$ cat config.mk
export PLATFORM = sky130hd
export DESIGN_NAME = alu_muldiv_seq
export DESIGN_NICKNAME = d
export VERILOG_FILES = /design/src/rtl/alu_muldiv_seq_pkg.sv /design/src/rtl/alu_cb_gen.sv /design/src/rtl/alu_muldiv_seq.sv
export SDC_FILE = /design/constraint.sdc
export NUM_CORES = 1
export LEC_CHECK = 0
export CORE_UTILIZATION = 50
export CTS_CLUSTER_DIAMETER = 150
export DETAILED_ROUTE_END_ITERATION = 8
export PLACE_DENSITY_LB_ADDON = 0.05
export SLEW_MARGIN = 20
export SYNTH_ARGS = -nofsm -noshare
export SYNTH_HDL_FRONTEND = slang
export SYNTH_HIERARCHICAL = 1
export SYNTH_SLANG_ARGS = --single-unit
$ cat constraint.sdc
create_clock -name clk -period 8.3 [get_ports clk]
set_input_delay 0.83 -clock clk [delete_from_list [all_inputs] [get_ports clk]]
set_output_delay 0.83 -clock clk [all_outputs]
set_load 0.01 [all_outputs]
$ cat src/rtl/alu_muldiv_seq_pkg.sv
// ---------------------------------------------------------------------------
// alu_muldiv_seq_pkg
//   Shared constants for the mul/div sequencer that borrows ALU_16:
//   operand/counter widths, the two ALU_16 op codes the sequencer drives,
//   the sequencer op codes and the FSM state encodings.
// ---------------------------------------------------------------------------
package alu_muldiv_seq_pkg;

  localparam int SEQ_WIDTH = 16;  // ALU_16 datapath width
  localparam int SEQ_CNT_W = 5;   // iteration counter, must hold SEQ_WIDTH

  // ALU_16 operation codes used by the sequencer
  localparam logic [2:0] ALU_ADD = 3'b000;
  localparam logic [2:0] ALU_SUB = 3'b001;

  // Sequencer operations (op[1] selects signed when SEQ_SIGNED_EN is built)
  localparam logic [1:0] SEQ_OP_MUL  = 2'b00;
  localparam logic [1:0] SEQ_OP_DIVU = 2'b01;
  localparam logic [1:0] SEQ_OP_MULS = 2'b10;
  localparam logic [1:0] SEQ_OP_DIVS = 2'b11;

  // FSM state encodings
  localparam logic [2:0] ST_IDLE    = 3'd0;
  localparam logic [2:0] ST_NEG_IN  = 3'd1;
  localparam logic [2:0] ST_RUN     = 3'd2;
  localparam logic [2:0] ST_NEG_OUT = 3'd3;
  localparam logic [2:0] ST_DONE    = 3'd4;

endpackage

$ cat src/rtl/alu_cb_gen.sv
// ---------------------------------------------------------------------------
// alu_cb_gen
//   Recovers the carry-out of an ALU_16 add and the borrow-out of an ALU_16
//   subtract from operand and result MSBs only, since ALU_16 exposes no
//   carry flag.
// Ports:
//   i_a_msb, i_b_msb  MSBs of the ALU a/b operands
//   i_out_msb         MSB of the ALU result
//   i_e               17th bit of the shifted remainder; when set the
//                     subtraction can never borrow
//   o_carry           carry out of a + b
//   o_borrow          borrow out of {e, a} - b
// ---------------------------------------------------------------------------
module alu_cb_gen (
  input  logic i_a_msb,
  input  logic i_b_msb,
  input  logic i_out_msb,
  input  logic i_e,
  output logic o_carry,
  output logic o_borrow
);

  assign o_carry  = (i_a_msb & i_b_msb) | ((i_a_msb | i_b_msb) & ~i_out_msb);

  assign o_borrow = ~i_e & ((~i_a_msb & i_b_msb) |
                            ((~i_a_msb | i_b_msb) & i_out_msb));

endmodule

$ cat src/rtl/alu_muldiv_seq.sv
// ---------------------------------------------------------------------------
// alu_muldiv_seq
//   Multi-cycle 16x16 multiply / 16/16 restoring divide that time-shares the
//   external ALU_16, one iteration per clock. While idle the CPU's ALU
//   request passes straight through; while busy the sequencer owns the ALU.
// Build option:
//   SEQ_SIGNED_EN  when defined, op 10/11 are signed (NEG_IN / NEG_OUT
//                  states convert operands and results); otherwise op[1]
//                  is ignored.
// Ports:
//   clk, rst                      clock, synchronous active-high reset
//   start, op, opa, opb           request; op/operands captured on accept
//   busy, done                    busy while owning the ALU; 1-cycle done
//   res_hi, res_lo, dz            MUL: product hi/lo; DIV: rem/quot, dz
//   cpu_alu_op/a/b                CPU ALU request, forwarded while idle
//   alu_op/a/b, alu_out           ALU_16 request / combinational result
//   alu_z, alu_v, alu_n           ALU_16 flags, deliberately not consumed
// ---------------------------------------------------------------------------
module alu_muldiv_seq
  import alu_muldiv_seq_pkg::*;
#(
  parameter int WIDTH = SEQ_WIDTH,
  parameter int CNT_W = SEQ_CNT_W
) (
  input  logic             clk,
  input  logic             rst,
  input  logic             start,
  input  logic [1:0]       op,
  input  logic [WIDTH-1:0] opa,
  input  logic [WIDTH-1:0] opb,
  output logic             busy,
  output logic             done,
  output logic [WIDTH-1:0] res_hi,
  output logic [WIDTH-1:0] res_lo,
  output logic             dz,
  input  logic [2:0]       cpu_alu_op,
  input  logic [WIDTH-1:0] cpu_alu_a,
  input  logic [WIDTH-1:0] cpu_alu_b,
  output logic [2:0]       alu_op,
  output logic [WIDTH-1:0] alu_a,
  output logic [WIDTH-1:0] alu_b,
  input  logic [WIDTH-1:0] alu_out,
  input  logic             alu_z,
  input  logic             alu_v,
  input  logic             alu_n
);

  logic [2:0]       r_state;
  logic [CNT_W-1:0] r_cnt;
  logic             r_is_div;
  logic [WIDTH-1:0] r_acc_hi;   // MUL: product high / DIV: remainder
  logic [WIDTH-1:0] r_acc_lo;   // MUL: multiplier->product low / DIV: dividend->quotient
  logic [WIDTH-1:0] r_b;        // MUL: multiplicand / DIV: divisor
  logic             r_busy, r_done, r_dz;
  logic [WIDTH-1:0] r_res_hi, r_res_lo;

  logic [2:0]       w_alu_op;
  logic [WIDTH-1:0] w_alu_a, w_alu_b;
  logic [WIDTH-1:0] w_shift, w_hi_nxt, w_lo_nxt;
  logic             w_e, w_carry, w_borrow;
  logic             w_out_fix, w_finish, w_unused_in;

`ifdef SEQ_SIGNED_EN
  logic r_fix_a, r_fix_b;       // operand still needs converting to magnitude
  logic r_fix_hi, r_fix_lo;     // result word still needs negating
  logic w_neg_a, w_neg_b;

  assign w_neg_a   = op[1] & opa[WIDTH-1];
  assign w_neg_b   = op[1] & opb[WIDTH-1];
  assign w_out_fix = r_fix_hi | r_fix_lo;
`else
  assign w_out_fix = 1'b0;
`endif

  // The sequencer never looks at ALU flags; op[1] is meaningless in the
  // unsigned-only build.
  assign w_unused_in = alu_z ^ alu_v ^ alu_n ^ op[1];

  // Divide step: remainder shifted left with the next dividend bit.
  assign w_shift = {r_acc_hi[WIDTH-2:0], r_acc_lo[WIDTH-1]};

  alu_cb_gen u_cb_gen (
    .i_a_msb   (w_alu_a[WIDTH-1]),
    .i_b_msb   (w_alu_b[WIDTH-1]),
    .i_out_msb (alu_out[WIDTH-1]),
    .i_e       (w_e),
    .o_carry   (w_carry),
    .o_borrow  (w_borrow)
  );

  always_comb begin
    // NOTE: every output of this block gets a default first so no path
    // through the case can leave it unassigned and infer a latch.
    w_alu_op = ALU_ADD;
    w_alu_a  = '0;
    w_alu_b  = '0;
    w_e      = 1'b0;
    w_hi_nxt = r_acc_hi;
    w_lo_nxt = r_acc_lo;
    case (r_state)
      ST_IDLE: begin
        w_alu_op = cpu_alu_op;
        w_alu_a  = cpu_alu_a;
        w_alu_b  = cpu_alu_b;
      end
      ST_RUN: begin
        if (r_is_div) begin
          w_e      = r_acc_hi[WIDTH-1];
          w_alu_op = ALU_SUB;
          w_alu_a  = w_shift;
          w_alu_b  = r_b;
          w_hi_nxt = w_borrow ? w_shift : alu_out;
          w_lo_nxt = {r_acc_lo[WIDTH-2:0], ~w_borrow};
        end else begin
          // Shift {carry, acc_hi, acc_lo} right, adding the multiplicand
          // into the high half first when the multiplier LSB is set.
          w_alu_a  = r_acc_hi;
          w_alu_b  = r_b;
          w_hi_nxt = r_acc_lo[0] ? {w_carry, alu_out[WIDTH-1:1]}
                                 : {1'b0, r_acc_hi[WIDTH-1:1]};
          w_lo_nxt = {(r_acc_lo[0] ? alu_out[0] : r_acc_hi[0]),
                      r_acc_lo[WIDTH-1:1]};
        end
      end
`ifdef SEQ_SIGNED_EN
      ST_NEG_IN: begin
        w_alu_op = ALU_SUB;
        w_alu_b  = r_fix_a ? r_acc_lo : r_b;
      end
      ST_NEG_OUT: begin
        w_alu_op = ALU_SUB;
        if (r_fix_hi) begin
          // 32-bit product negation: high word is ~hi unless the low word
          // is zero, in which case the +1 carries into it (0 - hi).
          w_alu_a  = (!r_is_div && r_acc_lo != '0) ? '1 : '0;
          w_alu_b  = r_acc_hi;
          w_hi_nxt = alu_out;
        end else begin
          w_alu_b  = r_acc_lo;
          w_lo_nxt = alu_out;
        end
      end
`endif
      default: ;
    endcase
  end

  always_comb begin
    w_finish = (r_state == ST_RUN) && (r_cnt == CNT_W'(1)) && !w_out_fix;
`ifdef SEQ_SIGNED_EN
    if (r_state == ST_NEG_OUT && !(r_fix_hi && r_fix_lo)) w_finish = 1'b1;
`endif
  end

  // NOTE: all state is updated with non-blocking assignments so every
  // register samples pre-edge values regardless of statement order.
  always_ff @(posedge clk) begin
    if (rst) begin
      r_state  <= ST_IDLE;
      r_cnt    <= '0;
      r_is_div <= 1'b0;
      r_acc_hi <= '0;
      r_acc_lo <= '0;
      r_b      <= '0;
      r_busy   <= 1'b0;
      r_done   <= 1'b0;
      r_dz     <= 1'b0;
      r_res_hi <= '0;
      r_res_lo <= '0;
`ifdef SEQ_SIGNED_EN
      r_fix_a  <= 1'b0;
      r_fix_b  <= 1'b0;
      r_fix_hi <= 1'b0;
      r_fix_lo <= 1'b0;
`endif
    end else begin
      r_done <= 1'b0;
      case (r_state)
        ST_IDLE: begin
          if (start) begin
            r_is_div <= op[0];
            r_acc_hi <= '0;
            r_acc_lo <= opa;
            r_b      <= opb;   // product is symmetric, so opb drives the adder
            r_cnt    <= CNT_W'(WIDTH);
            r_busy   <= 1'b1;
            if (op[0] && opb == '0) begin
              r_res_hi <= opa;
              r_res_lo <= '1;
              r_dz     <= 1'b1;
              r_done   <= 1'b1;
              r_state  <= ST_DONE;
            end else begin
`ifdef SEQ_SIGNED_EN
              r_fix_a  <= w_neg_a;
              r_fix_b  <= w_neg_b;
              r_fix_hi <= op[0] ? w_neg_a : (w_neg_a ^ w_neg_b);
              r_fix_lo <= w_neg_a ^ w_neg_b;
              r_state  <= (w_neg_a | w_neg_b) ? ST_NEG_IN : ST_RUN;
`else
              r_state  <= ST_RUN;
`endif
            end
          end
        end
        ST_RUN: begin
          r_acc_hi <= w_hi_nxt;
          r_acc_lo <= w_lo_nxt;
          r_cnt    <= r_cnt - 1'b1;
`ifdef SEQ_SIGNED_EN
          if (r_cnt == CNT_W'(1) && w_out_fix) r_state <= ST_NEG_OUT;
`endif
        end
`ifdef SEQ_SIGNED_EN
        ST_NEG_IN: begin
          if (r_fix_a) begin
            r_acc_lo <= alu_out;
            r_fix_a  <= 1'b0;
          end else begin
            r_b      <= alu_out;
            r_fix_b  <= 1'b0;
          end
          if (!(r_fix_a && r_fix_b)) r_state <= ST_RUN;
        end
        ST_NEG_OUT: begin
          r_acc_hi <= w_hi_nxt;
          r_acc_lo <= w_lo_nxt;
          if (r_fix_hi) r_fix_hi <= 1'b0;
          else          r_fix_lo <= 1'b0;
        end
`endif
        ST_DONE: begin
          r_busy  <= 1'b0;
          r_state <= ST_IDLE;
        end
        default: r_state <= ST_IDLE;
      endcase
      // Last datapath step: publish results and enter the done cycle.
      if (w_finish) begin
        r_res_hi <= w_hi_nxt;
        r_res_lo <= w_lo_nxt;
        r_dz     <= 1'b0;
        r_done   <= 1'b1;
        r_state  <= ST_DONE;
      end
    end
  end

  assign busy   = r_busy;
  assign done   = r_done;
  assign dz     = r_dz;
  assign res_hi = r_res_hi;
  assign res_lo = r_res_lo;
  assign alu_op = w_alu_op;
  assign alu_a  = w_alu_a;
  assign alu_b  = w_alu_b;

endmodule

## Word level (Yosys, flattened, before mapping)

Cells that the tools add are included.

| word-level totals | value |
|---|---|
| logic and storage cells | 88 |
| input port bits | 91 |
| register bits | 92 |
| output and inout bits | 70 |

| operators by class | value |
|---|---|
| eq/ne operators | 6 |
| add/sub/neg operators | 1 |
| bitwise logic cells | 14 |
| reductions and logical operators | 17 |
| mux-type cells | 38 |

Operators with widths:

| kind | number |
|---|---|
| 16-bit two-way mux | 17 |
| 16-bit one-hot mux with 2 select lines | 4 |
| 16-bit logical NOT | 1 |
| 3-bit one-hot mux with 2 select lines | 2 |
| 5-bit one-hot mux with 2 select lines | 1 |
| 2-bit AND reduction | 5 |
| 2-bit nonzero test | 5 |
| 1-bit two-way mux | 9 |
| 3-bit two-way mux | 3 |
| 3-bit AND reduction | 2 |
| 1-bit bitwise AND | 5 |
| 5-bit by 1-bit == test with 1-bit output (second input constant) | 1 |
| 5-bit two-way mux | 1 |
| 1-bit NOT | 5 |
| 5-bit by 1-bit subtractor with 5-bit output (second input constant) | 1 |
| 2-bit != test (second input constant) | 2 |
| 1-bit bitwise OR | 4 |
| 3-bit by 2-bit == test with 1-bit output (second input constant) | 1 |
| 3-bit == test (second input constant) | 1 |
| 3-bit logical NOT | 1 |
| 3-bit != test (second input constant) | 1 |
| 1-bit logical AND | 2 |
| 1-bit one-hot mux with 2 select lines | 1 |
| 2-bit OR reduction | 1 |

## Longest topological paths before layout

Gate-level depths: netlist of the first run.

| logic depth | value |
|---|---|
| depth in word-level cells | 11 |
| gate-level depth with buffers | 12 |
| gate-level depth less buffers | 8 |

## By module

Netlist of the first run, hierarchy kept.

By module, submodules not included:

| module | seq. area each (um^2) | cells each | instances | area each (um^2) |
|---|---|---|---|---|
| alu_muldiv_seq | 1821.7 | 584 | 1 | 4978.5 |
| alu_cb_gen | 0.0 | 5 | 1 | 31.3 |

## Least setup slack after synthesis of the first run

No wires, ideal clock.

| timing | value |
|---|---|
| kind | register to register |
| from | register r_state[1] |
| to | register r_res_hi[0] (netlist: res_hi[0]) |
| required time | 8.163 ns |
| setup time | 0.137 ns |
| path buffers | 4 |
| stages on the path, launching flop included | 13 |
| period minus slack after synthesis | 3.011 ns |
| data arrival time | 2.875 ns |
| slack | 5.289 ns |
| path through | dfxtp_1 > clkbuf_1 > clkbuf_1 > mux2i_1 > nor2_1 > o21bai_1 > a21oi_1 > clkbuf_1 > buf_2 > mux2i_1 > mux2i_1 > o21bai_1 > a31oi_1 |

| on the way | value |
|---|---|
| elaborated cells between the ends (all ways) | 21 |
| classes of those cells | 1 x eq/ne; 7 x mux; 7 x bitwise; 6 x reduce/logical |

RTL lines:

| item | RTL line | RTL |
|---|---|---|
| start, declared | alu_muldiv_seq.sv:48 | `logic [2:0] r_state;` |
| start signal, assigned | alu_muldiv_seq.sv:159 | `r_state <= ST_IDLE;` |
| start signal, assigned | alu_muldiv_seq.sv:192 | `r_state <= ST_DONE;` |
| start signal, assigned | alu_muldiv_seq.sv:201 | `r_state <= ST_RUN;` |
| 3-bit by 2-bit == test with 1-bit output or 3-bit logical NOT (tied branches) | alu_muldiv_seq.sv:100 | `case (r_state)` |
| 16-bit one-hot mux with 2 select lines (*) | alu_muldiv_seq.sv:100 |  |
| via alu_b[15] | alu_muldiv_seq.sv:41 | `output logic [WIDTH-1:0] alu_b,` |
| 1-bit bitwise OR | alu_cb_gen.sv:26 | `((~i_a_msb \| i_b_msb) & i_out_msb));` |
| 1-bit bitwise AND | alu_cb_gen.sv:26 |  |
| 1-bit bitwise OR (*) | alu_cb_gen.sv:25 | `assign o_borrow = ~i_e & ((~i_a_msb & i_b_msb) \|` |
| 1-bit bitwise AND (*) | alu_cb_gen.sv:25 |  |
| via w_borrow | alu_muldiv_seq.sv:60 | `logic w_e, w_carry, w_borrow;` |
| 16-bit two-way mux (*) | alu_muldiv_seq.sv:112 | `w_hi_nxt = w_borrow ? w_shift : alu_out;` |
| 16-bit two-way mux (*) | alu_muldiv_seq.sv:107 | `if (r_is_div) begin` |
| 16-bit two-way mux (*) | alu_muldiv_seq.sv:100 |  |
| 16-bit two-way mux (*) | alu_muldiv_seq.sv:239 | `if (w_finish) begin` |
| end signal, assigned | alu_muldiv_seq.sv:188 | `r_res_hi <= opa;` |
| end signal, assigned | alu_muldiv_seq.sv:240 | `r_res_hi <= w_hi_nxt;` |
| end, declared | alu_muldiv_seq.sv:55 | `logic [WIDTH-1:0] r_res_hi, r_res_lo;` |

Mark *: on every way through the listed nets, which the timed path passes. The rest lies on a longest branch.
A chain may end at the register's enable or synchronous reset.

## Final worst setup path of the first run

| timing | value |
|---|---|
| from | register r_is_div |
| to | output port alu_a[15] |

| on the way | value |
|---|---|
| word-level cells in the longest chain between the ends | 2 |

Ends and longest elaborated chain:

| item | RTL line | RTL |
|---|---|---|
| start, declared | alu_muldiv_seq.sv:50 | `logic r_is_div;` |
| start signal, assigned | alu_muldiv_seq.sv:181 | `r_is_div <= op[0];` |
| 16-bit two-way mux | alu_muldiv_seq.sv:107 |  |
| 16-bit one-hot mux with 2 select lines | alu_muldiv_seq.sv:100 |  |
| end, declared | alu_muldiv_seq.sv:40 | `output logic [WIDTH-1:0] alu_a,` |

No other way between the ends.

==> results of run 1 <==
-- worst register-to-register path: stages, from the launching register on --
cell and delay (ns):
dfxtp_2 0.32, buf_4 0.50, nand2b_1 0.71, or4_1 0.99
o21bai_1 0.37, a31oi_1 0.07
-- power groups by stage --
stage                     Clock [mW]  Combinational, mW  Sequential [mW]
after floorplan                    0              0.168            0.488
after global placement             0              0.287            0.495
after detailed placement           0              0.291            0.496
after CTS                      0.301              0.292            0.486
after global routing           0.318              0.317            0.491
final                          0.298              0.293            0.487
-- layout make-up --
cell class / count / area share [%]
Multi-Input combinational cell: 434 / 43.5
Sequential cell: 91 / 27.0
Timing Repair Buffer: 165 / 24.0
Tap cell: 133 / 2.46
Clock buffer: 10 / 2.03
Clock inverter: 6 / 0.795
Inverter: 4 / 0.222
-- layer usage --
layer / wire length (um) / global-route usage, % / vias up / share of wire (%)
met5: 0 / 0 / - / 0
met4: 302 / 10.5 / 0 / 2.1
met3: 971 / 3.83 / 23 / 6.7
met2: 6540 / 43.2 / 203 / 45
met1: 6740 / 38.6 / 2233 / 46
li1: - / - / 2390 / -
-- cells in the final DEF (no fill, tap or decap), types with 10 or more instances in the layout --
cell type | netlist | layout
a211oi_1 | 21 | 21
a21oi_1 | 71 | 70
a31oi_1 | 14 | 14
clkbuf_8 | 0 | 10
clkdlybuf4s50_1 | 0 | 155
dfxtp_1 | 91 | 89
mux2i_1 | 95 | 95
nand2_1 | 58 | 58
nand3_1 | 17 | 17
nand4_1 | 14 | 14
nor2_1 | 41 | 40
o21ai_0 | 11 | 11
o21bai_1 | 17 | 17
o221a_2 | 14 | 14
o31a_1 | 15 | 15
-- logic make-up after synthesis --
kind of cell,after synthesis,synth area share [%]
compound gates,178,23.5
flops,91,36.4
fa+ha+maj,3,0.724
simple gates,156,14.6
buf+inv,64,5.39
mux,97,19.4
-- flip-flops by register name, indices dropped and copies added, names as in the netlist, 2 cells and up --
name and count:
r_acc_hi 16, r_b 16, r_acc_lo 16, r_state 2, r_cnt 5, res_lo 16, res_hi 16
-- worst max path at each step --
| stage | cells after the start | slack [ns] | startpoint | end |
|---|---|---|---|---|
| after floorplan | 12 | 5.29 | r_state[1]$_SDFFE_PP0P_ | res_hi[0]$_SDFFE_PP0P_ |
| after global placement | 6 | 4.88 | start | done$_SDFF_PP0_ |
| after detailed placement | 6 | 4.88 | start | done$_SDFF_PP0_ |
| after CTS | 4 | 4.90 | r_is_div$_SDFFE_PP0P_ | alu_a[15] |
| after global routing | 4 | 4.76 | r_is_div$_SDFFE_PP0P_ | alu_a[15] |
| final | 4 | 4.91 | r_is_div$_SDFFE_PP0P_ | alu_a[15] |
==> metrics.yaml, run 1 <==
p_sw_share_pct: 31.6
postCtsSetupBuffers: 0
ys_warn_count: 6
synth_top_area_share_pct: 36.4
synth_cell_type_count: 40
syn_nets: 682
worst-setup-path-type: "register to output pin"
drt_iter0_markers: 296
path_cells: "buf_4 > mux2i_1 > a211oi_1 > clkdlybuf4s50_1"
antenna_found_initial: 0
syn-instance-count: 589
leakage_nw: 2.37
run_status: "completed"
dpl.cell_count: 827
clk_latency_ns: 0.36
overflow: 0
dp_hpwl_um: 10000
slew_headroom_pct: 29.5
start_kind: "register"
clock_sinks: 91
pre_cts_ws_ns: 4.88
postLayoutCoreUtil_pct: 69.5
root_buffer: "clkbuf_8"
r2r_cells: 5
p_clk_share_pct: 27.7
avgSynthCellArea_um2: 8.51
final.setup.worst_slack_ns: 4.91
hold_path_class: "register to register"
maxCapViolations: 0
p_int_uw: 738
finalCritPeriodShare_pct: 40.8
viasPerCell: 5.75
setup_violations: 0
syn-cell-area_um2: 5010
cts.clk_slew.worst_paths_ns: 0.10
dr_total_vias: 4849
worst_hold_startpoint: "r_b[10]$_SDFFE_PP0P_"
stdcell_count: 843
pwr_density_cell_nw_per_um2: 160
whs_path_depth: 2
portBuffers: 156
wire_per_inst_um: 17.3
cp_slowest_cell: "buf_4"
finalMaxSlewViolations: 0
netSwitchingPower_uw: 341
cpPeakStageDelay_ns: 0.64
rrSetupSlack_ns: 5.20
cp.required_ns: 7.47
drt_wl_total_um: 14600
ys_seq_area_share_pct: 36.4
die_x_um: 102
worst_slew_pin_slew_ns: 1.06
synth_edf_count: 0
max_freq_mhz: 295
grt_pass1_vias: 4418
rows: 36
cp_max_fo: 51
ys_seq_elements: 91
track_usage_pct: 27.6
clock_skew_ns: 0.0114
synth_common_cells: "mux2i_1 (95), dfxtp_1 (91), a21oi_1 (71), nand2_1 (58), nor2_1 (41)"
seq_power_share_pct: 45.2
ctsResizeCount: 0
hold_buffers: 0
endpoint_kind: "output pin"
die_h_um: 102
htree_levels: 3
gp_congestion: 0.899
rr_startpoint: "r_state[1]$_SDFFE_PP0P_"
ctsLongestPathBuffers: 2
synth_area_leaders: "dfxtp_1 (36%), mux2i_1 (19%), a21oi_1 (7.1%)"
period_needed_ns: 3.39
grt_pass1_wl_um: 22300
reg2reg_to: "res_hi[12]$_SDFFE_PP0P_"
drive_above_1_share_pct: 7.61
yosys.area.top_type: "dfxtp_1"
cts_tree: "done"
holdPathEnd: "r_b[10]$_SDFFE_PP0P_"
max-vdd-ir-drop_mv: 0.0840
num_io_pins: 161
first_pass_iters: 5
register_area_um2: 1820
comb_power_share_pct: 27.2
critPathArrivalTime_ns: 2.56
die-area_um2: 10400
timing.hold.ws_ns: 0.463
cts_buffers: 9
ant_nets: 0
syn_to_final_growth_pct: 35.0
core_area_um2: 9730
initial_utilization_pct: 51.5
fin_tns_setup_ns: 0
nNetsFinal: 798
critical-path-top-delay-family: "buffers and inverters"
multi_input_area_um2: 2940
drcViolationCount: 0
grt_setup_unrepaired: "false"
final-hold-violation-count: 0
path_buf_inv: 2
grt_max_degree: 91
antenna_cells: 0
synth-async-reset-ratio_pct: 0
placed_cell_area_um2: 6570
fin_area_um2: 6770
fillers: 832
totalPowerFinal_mw: 1.08
ys.flop_type: "dfxtp_1"
synth.most_common_cell: "mux2i_1"
(Power assumes the default switching activity.)
==> run 2, diff against run 1 <==
--- a/config.mk
+++ b/config.mk
@@ -5,7 +5,7 @@
 export SDC_FILE = /design/constraint.sdc
 export NUM_CORES = 1
 export LEC_CHECK = 0
-export CORE_UTILIZATION = 50
+export CORE_UTILIZATION = 42
 export CTS_CLUSTER_DIAMETER = 150
 export DETAILED_ROUTE_END_ITERATION = 8
 export PLACE_DENSITY_LB_ADDON = 0.05
==> constraint.sdc (replaced) <==
create_clock -name clk -period 2.95 [get_ports clk]
set_input_delay 0.295 -clock clk [delete_from_list [all_inputs] [get_ports clk]]
set_output_delay 0.295 -clock clk [all_outputs]
set_load 0.01 [all_outputs]
==> run 2 against run 1 <==
  * The run now ends with DRC left
  * Worst setup slack got worse by 4.7 ns
  * Global-route usage decreased by 3.5 points
  * Routed wire length rose by 4.4%
  * Total power rose to 3.0 times the previous value
  * Critical endpoint is now alu_a[4]
==> metrics.yaml, run 2 (same netlist as run 1, synthesis figures left out) <==
grt_pass1_wl_um: 24100
reg2reg_to: "res_hi[13]$_SDFFE_PP0P_"
drt_iter0_markers: 324
slew_headroom_pct: 38.5
ctsResizeCount: 0
grt_max_degree: 55
run_status: "finished, violations left"
cts_buffers: 9
drcViolationCount: 28
timing.hold.ws_ns: 0.454
initial_utilization_pct: 43.5
num_io_pins: 161
root_buffer: "clkbuf_16"
postLayoutCoreUtil_pct: 60.1
r2r_cells: 9
track_usage_pct: 24.1
placed_cell_area_um2: 6650
rows: 39
cts_tree: "done"
postCtsSetupBuffers: 0
period_needed_ns: 2.70
fin_area_um2: 6920
cp_max_fo: 38
setup_violations: 0
finalMaxSlewViolations: 0
nNetsFinal: 806
clk_latency_ns: 0.34
die-area_um2: 12400
clock_sinks: 91
viasPerCell: 5.75
grt_setup_unrepaired: "false"
cp-startpoint: "r_state[1]$_SDFFE_PP0P_"
endpoint_kind: "output pin"
maxCapViolations: 0
max_freq_mhz: 371
drt_wl_total_um: 15200
critPathArrivalTime_ns: 2.40
overflow: 0
wire_per_inst_um: 17.7
violations: "DRC"
final_common_cell: "clkdlybuf4s50_1"
antenna_cells: 0
drive_above_1_share_pct: 8.10
die_h_um: 111
gp_congestion: 0.859
worst-setup-path-type: "register to output pin"
dr_total_vias: 4936
syn_to_final_growth_pct: 38.0
cp.required_ns: 2.65
max-vdd-ir-drop_mv: 0.302
ctsLongestPathBuffers: 2
hold_buffers: 0
critPathCapture: "alu_a[4]"
grt_pass1_vias: 4668
hold_path_class: "register to register"
antenna_found_initial: 0
rr_startpoint: "r_state[1]$_SDFFE_PP0P_"
dp_hpwl_um: 11000
rrSetupSlack_ns: 0.45
portBuffers: 156
htree_levels: 3
layout_common_cells: "clkdlybuf4s50_1 (155), mux2i_1 (95), dfxtp_1 (89)"
fin_tns_setup_ns: 0
leakage_nw: 2.44
clock_skew_ns: 0.00949
first_pass_iters: 7
start_kind: "register"
finalCritPeriodShare_pct: 91.4
final-hold-violation-count: 0
die_x_um: 111
worst_slew_pin_slew_ns: 0.923
cts.clk_slew.worst_paths_ns: 0.07
pwr_density_cell_nw_per_um2: 472
core_area_um2: 11500
ant_nets: 0
-- run 2: worst max-delay path: stages, from the launching register on --
cell and delay (ns):
dfxtp_2 0.67, buf_4 0.45, nor2_1 0.11, a211oi_1 0.25, clkdlybuf4s50_1 0.58
-- run 2: how the worst min path moves through the flow --
stage                         startpoint                    to  slack (ns)  depth (start not counted)
floorplan                         opb[0]   r_b[0]$_SDFFE_PP0P_        0.43                          2
global placement    r_b[15]$_SDFFE_PP0P_  r_b[15]$_SDFFE_PP0P_        0.45                          2
detailed placement   r_b[6]$_SDFFE_PP0P_   r_b[6]$_SDFFE_PP0P_        0.45                          2
CTS                 r_b[15]$_SDFFE_PP0P_  r_b[15]$_SDFFE_PP0P_        0.46                          2
global route        r_b[11]$_SDFFE_PP0P_  r_b[11]$_SDFFE_PP0P_        0.48                          2
finish              r_b[15]$_SDFFE_PP0P_  r_b[15]$_SDFFE_PP0P_        0.45                          2
-- run 2: per-stage QoR --
step           power, mW  setup WS [ns]  cells
6_report            3.27          0.255    859
5_1_grt             3.40          0.132    859
4_1_cts             3.29          0.232    859
3_5_place_dp        2.23          0.351    845
3_3_place_gp        2.21          0.396    845
2_1_floorplan       1.85          0.117    589
-- run 2: layout make-up --
class                   instances  area, um2
repair buffers                173       1700
well taps                     143        179
clock inverters                 5       40.0
fillers                      1047       4600
flip-flops and latches         91       1820
inverters                       4       15.0
multi-input cells             434       2940
clock buffers                   9        225
-- run 2: where the power goes --
group	switching, mW	internal, mW
sequential	0.0770	1.30
clock	0.491	0.568
combinational	0.394	0.437
-- run 2: per-layer routing --
metal	part of all wire, %	vias up	GRT usage [%]
met1	45	2315	32.4
met5	0	-	0
met4	1.6	0	6.31
met3	6.9	17	4.76
met2	46	194	39.3
li1	-	2410	-
==> run 3, diff against run 2 <==
--- a/config.mk
+++ b/config.mk
@@ -5,6 +5,7 @@
 export SDC_FILE = /design/constraint.sdc
 export NUM_CORES = 1
 export LEC_CHECK = 0
+export ABC_CLOCK_PERIOD_IN_PS = 2950
 export CORE_UTILIZATION = 42
 export CTS_CLUSTER_DIAMETER = 150
 export DETAILED_ROUTE_END_ITERATION = 8
==> constraint.sdc (replaced) <==
create_clock -name clk -period 2.95 [get_ports clk]
set_input_delay 0.59 -clock clk [delete_from_list [all_inputs] [get_ports clk]]
set_output_delay 0.59 -clock clk [all_outputs]
set_load 0.05 [all_outputs]
==> run 3 against run 2 <==
  * The run still ends with DRC left
  * Non-clock buffer count up 3
  * Total power grew 14%
  * Clock power is 23% higher
  * Maximum frequency up 4.1%
  * Cell count increased by 0.58%
  * Register-to-register slack better by 0.14 ns
  * Flip-flop and latch count is the same
  * Combinational power rose by 29%
  * Routed wire length is essentially flat
  * Clock skew fell by 0.0036 ns
  * Utilization grew 0.65 points
  * Cell area increased by 1.1%
  * Critical path type unchanged
  * Highest routed layer unchanged
==> metrics.yaml, run 3 (same netlist as run 1, synthesis figures left out) <==
fillers: 1025
leakage_nw: 2.56
core_area_um2: 11500
violations: "DRC"
start_kind: "register"
placed_cell_area_um2: 6660
worst_slew_pin_slew_ns: 0.590
p_int_mw: 2.52
gp_congestion: 0.821
clk_latency_ns: 0.34
die_h_um: 111
period_needed_ns: 2.59
ant_nets: 0
drive_above_1_share_pct: 14.0
slew_headroom_pct: 60.7
grt_setup_unrepaired: "false"
hold_path_class: "register to register"
die_x_um: 111
final_common_cell: "clkdlybuf4s50_1"
initial_utilization_pct: 43.5
p_sw_share_pct: 32.6
cp_max_fo: 29
portBuffers: 156
reg2reg_to: "r_acc_lo[9]$_SDFFE_PP0P_"
drcViolationCount: 26
track_usage_pct: 24.7
fin_tns_setup_ns: 0
cp_slowest_cell: "dfxtp_2"
viasPerCell: 5.70
p_clk_share_pct: 34.7
clock_sinks: 91
fin_area_um2: 6990
rrSetupSlack_ns: 0.59
hold_buffers: 0
rows: 39
path_cells: "buf_4 > nor2_1 > a211oi_1 > buf_12"
netSwitchingPower_mw: 1.22
grt_pass1_vias: 4674
register_area_um2: 1830
nNetsFinal: 809
ctsLongestPathBuffers: 2
run_status: "finished, violations left"
htree_levels: 3
antenna_found_initial: 0
postLayoutCoreUtil_pct: 60.7
critPathCapture: "alu_a[6]"
cts_tree: "done"
first_pass_iters: 7
num_io_pins: 161
r2r_cells: 4
grt_max_degree: 54
finalMaxSlewViolations: 0
syn_to_final_growth_pct: 39.5
postCtsSetupBuffers: 0
maxCapViolations: 0
critPathArrivalTime_ns: 2.00
cp.required_ns: 2.36
seq_power_share_pct: 36.6
root_buffer: "clkbuf_16"
dr_total_vias: 4924
drt_wl_total_um: 15200
timing.hold.ws_ns: 0.458
drt_iter0_markers: 379
final-hold-violation-count: 0
cpPeakStageDelay_ns: 0.54
worst_hold_startpoint: "r_b[4]$_SDFFE_PP0P_"
ctsResizeCount: 0
endpoint_kind: "output pin"
die-area_um2: 12400
max-vdd-ir-drop_mv: 0.303
cp-startpoint: "r_state[1]$_SDFFE_PP0P_"
clock_skew_ns: 0.00588
max_freq_mhz: 386
pwr_density_cell_nw_per_um2: 534
wire_per_inst_um: 17.6
layout_common_cells: "clkdlybuf4s50_1 (120), mux2i_1 (95), dfxtp_1 (88)"
antenna_cells: 0
totalPowerFinal_mw: 3.74
comb_power_share_pct: 28.7
multi_input_area_um2: 2960
grt_pass1_wl_um: 24600
rr_startpoint: "r_state[2]$_SDFFE_PP0P_"
finalCritPeriodShare_pct: 87.8
setup_violations: 0
cts.clk_slew.worst_paths_ns: 0.07
overflow: 0
cts_buffers: 9
worst-setup-path-type: "register to output pin"
dp_hpwl_um: 10800
[run 3: cell types whose count changed in the layout (fill, tap and decap cells not counted), moves of 2 or more]
cell	change
buf_12	+4
buf_4	+34
bufinv_16	+2
clkdlybuf4s50_1	-35
clkinvlp_4	-3
[run 3: metrics by stage]
stage	std cells	setup slack, ns
after floorplan	589	0.0369
after global placement	848	0.196
after detailed placement	848	0.164
after CTS	864	0.358
after global routing	864	0.264
final	864	0.360
[run 3: critical path, delay by kind of cell, from the launching register on]
family                 cells  cell delay (ns)
AO/OA/AOI/OAI              1             0.44
AND/OR/NAND/NOR            1             0.09
flip-flops                 1             0.54
buffers and inverters      2             0.58
[run 3: worst min path at each step]
stage | endpoint | slack, ns | cells past startpoint
finish | r_b[4]$_SDFFE_PP0P_ | 0.46 | 2
global route | r_b[10]$_SDFFE_PP0P_ | 0.47 | 2
CTS | r_b[7]$_SDFFE_PP0P_ | 0.46 | 2
detailed placement | r_b[7]$_SDFFE_PP0P_ | 0.45 | 2
global placement | r_b[11]$_SDFFE_PP0P_ | 0.45 | 2
floorplan | r_cnt[4]$_SDFFE_PP0P_ | 0.43 | 1
[run 3: area by class of cell]
class                           instances  area share [%]
Clock buffer                           10            3.42
Clock inverter                          6            1.36
Inverter                                4           0.215
Multi-Input combinational cell        434            42.3
Sequential cell                        91            26.1
Tap cell                              143            2.56
Timing Repair Buffer                  176            24.1
[run 3: metal layers]
layer | routed length [um] | GRT usage [%] | up-vias | share of wire (%)
met2 | 7020 | 40.3 | 140 | 46
met5 | 0 | 0 | - | 0
met1 | 7200 | 33.3 | 2353 | 47
li1 | - | - | 2414 | -
met3 | 753 | 3.94 | 17 | 5.0
met4 | 230 | 7.39 | 0 | 1.5
[run 3: power groups by stage]
stage	logic [mW]	clock network [mW]	registers, mW
after global routing	1.14	1.37	1.38
final	1.07	1.30	1.37
after CTS	1.08	1.31	1.36
after floorplan	0.654	0	1.42
after detailed placement	1.07	0	1.39
after global placement	1.05	0	1.39
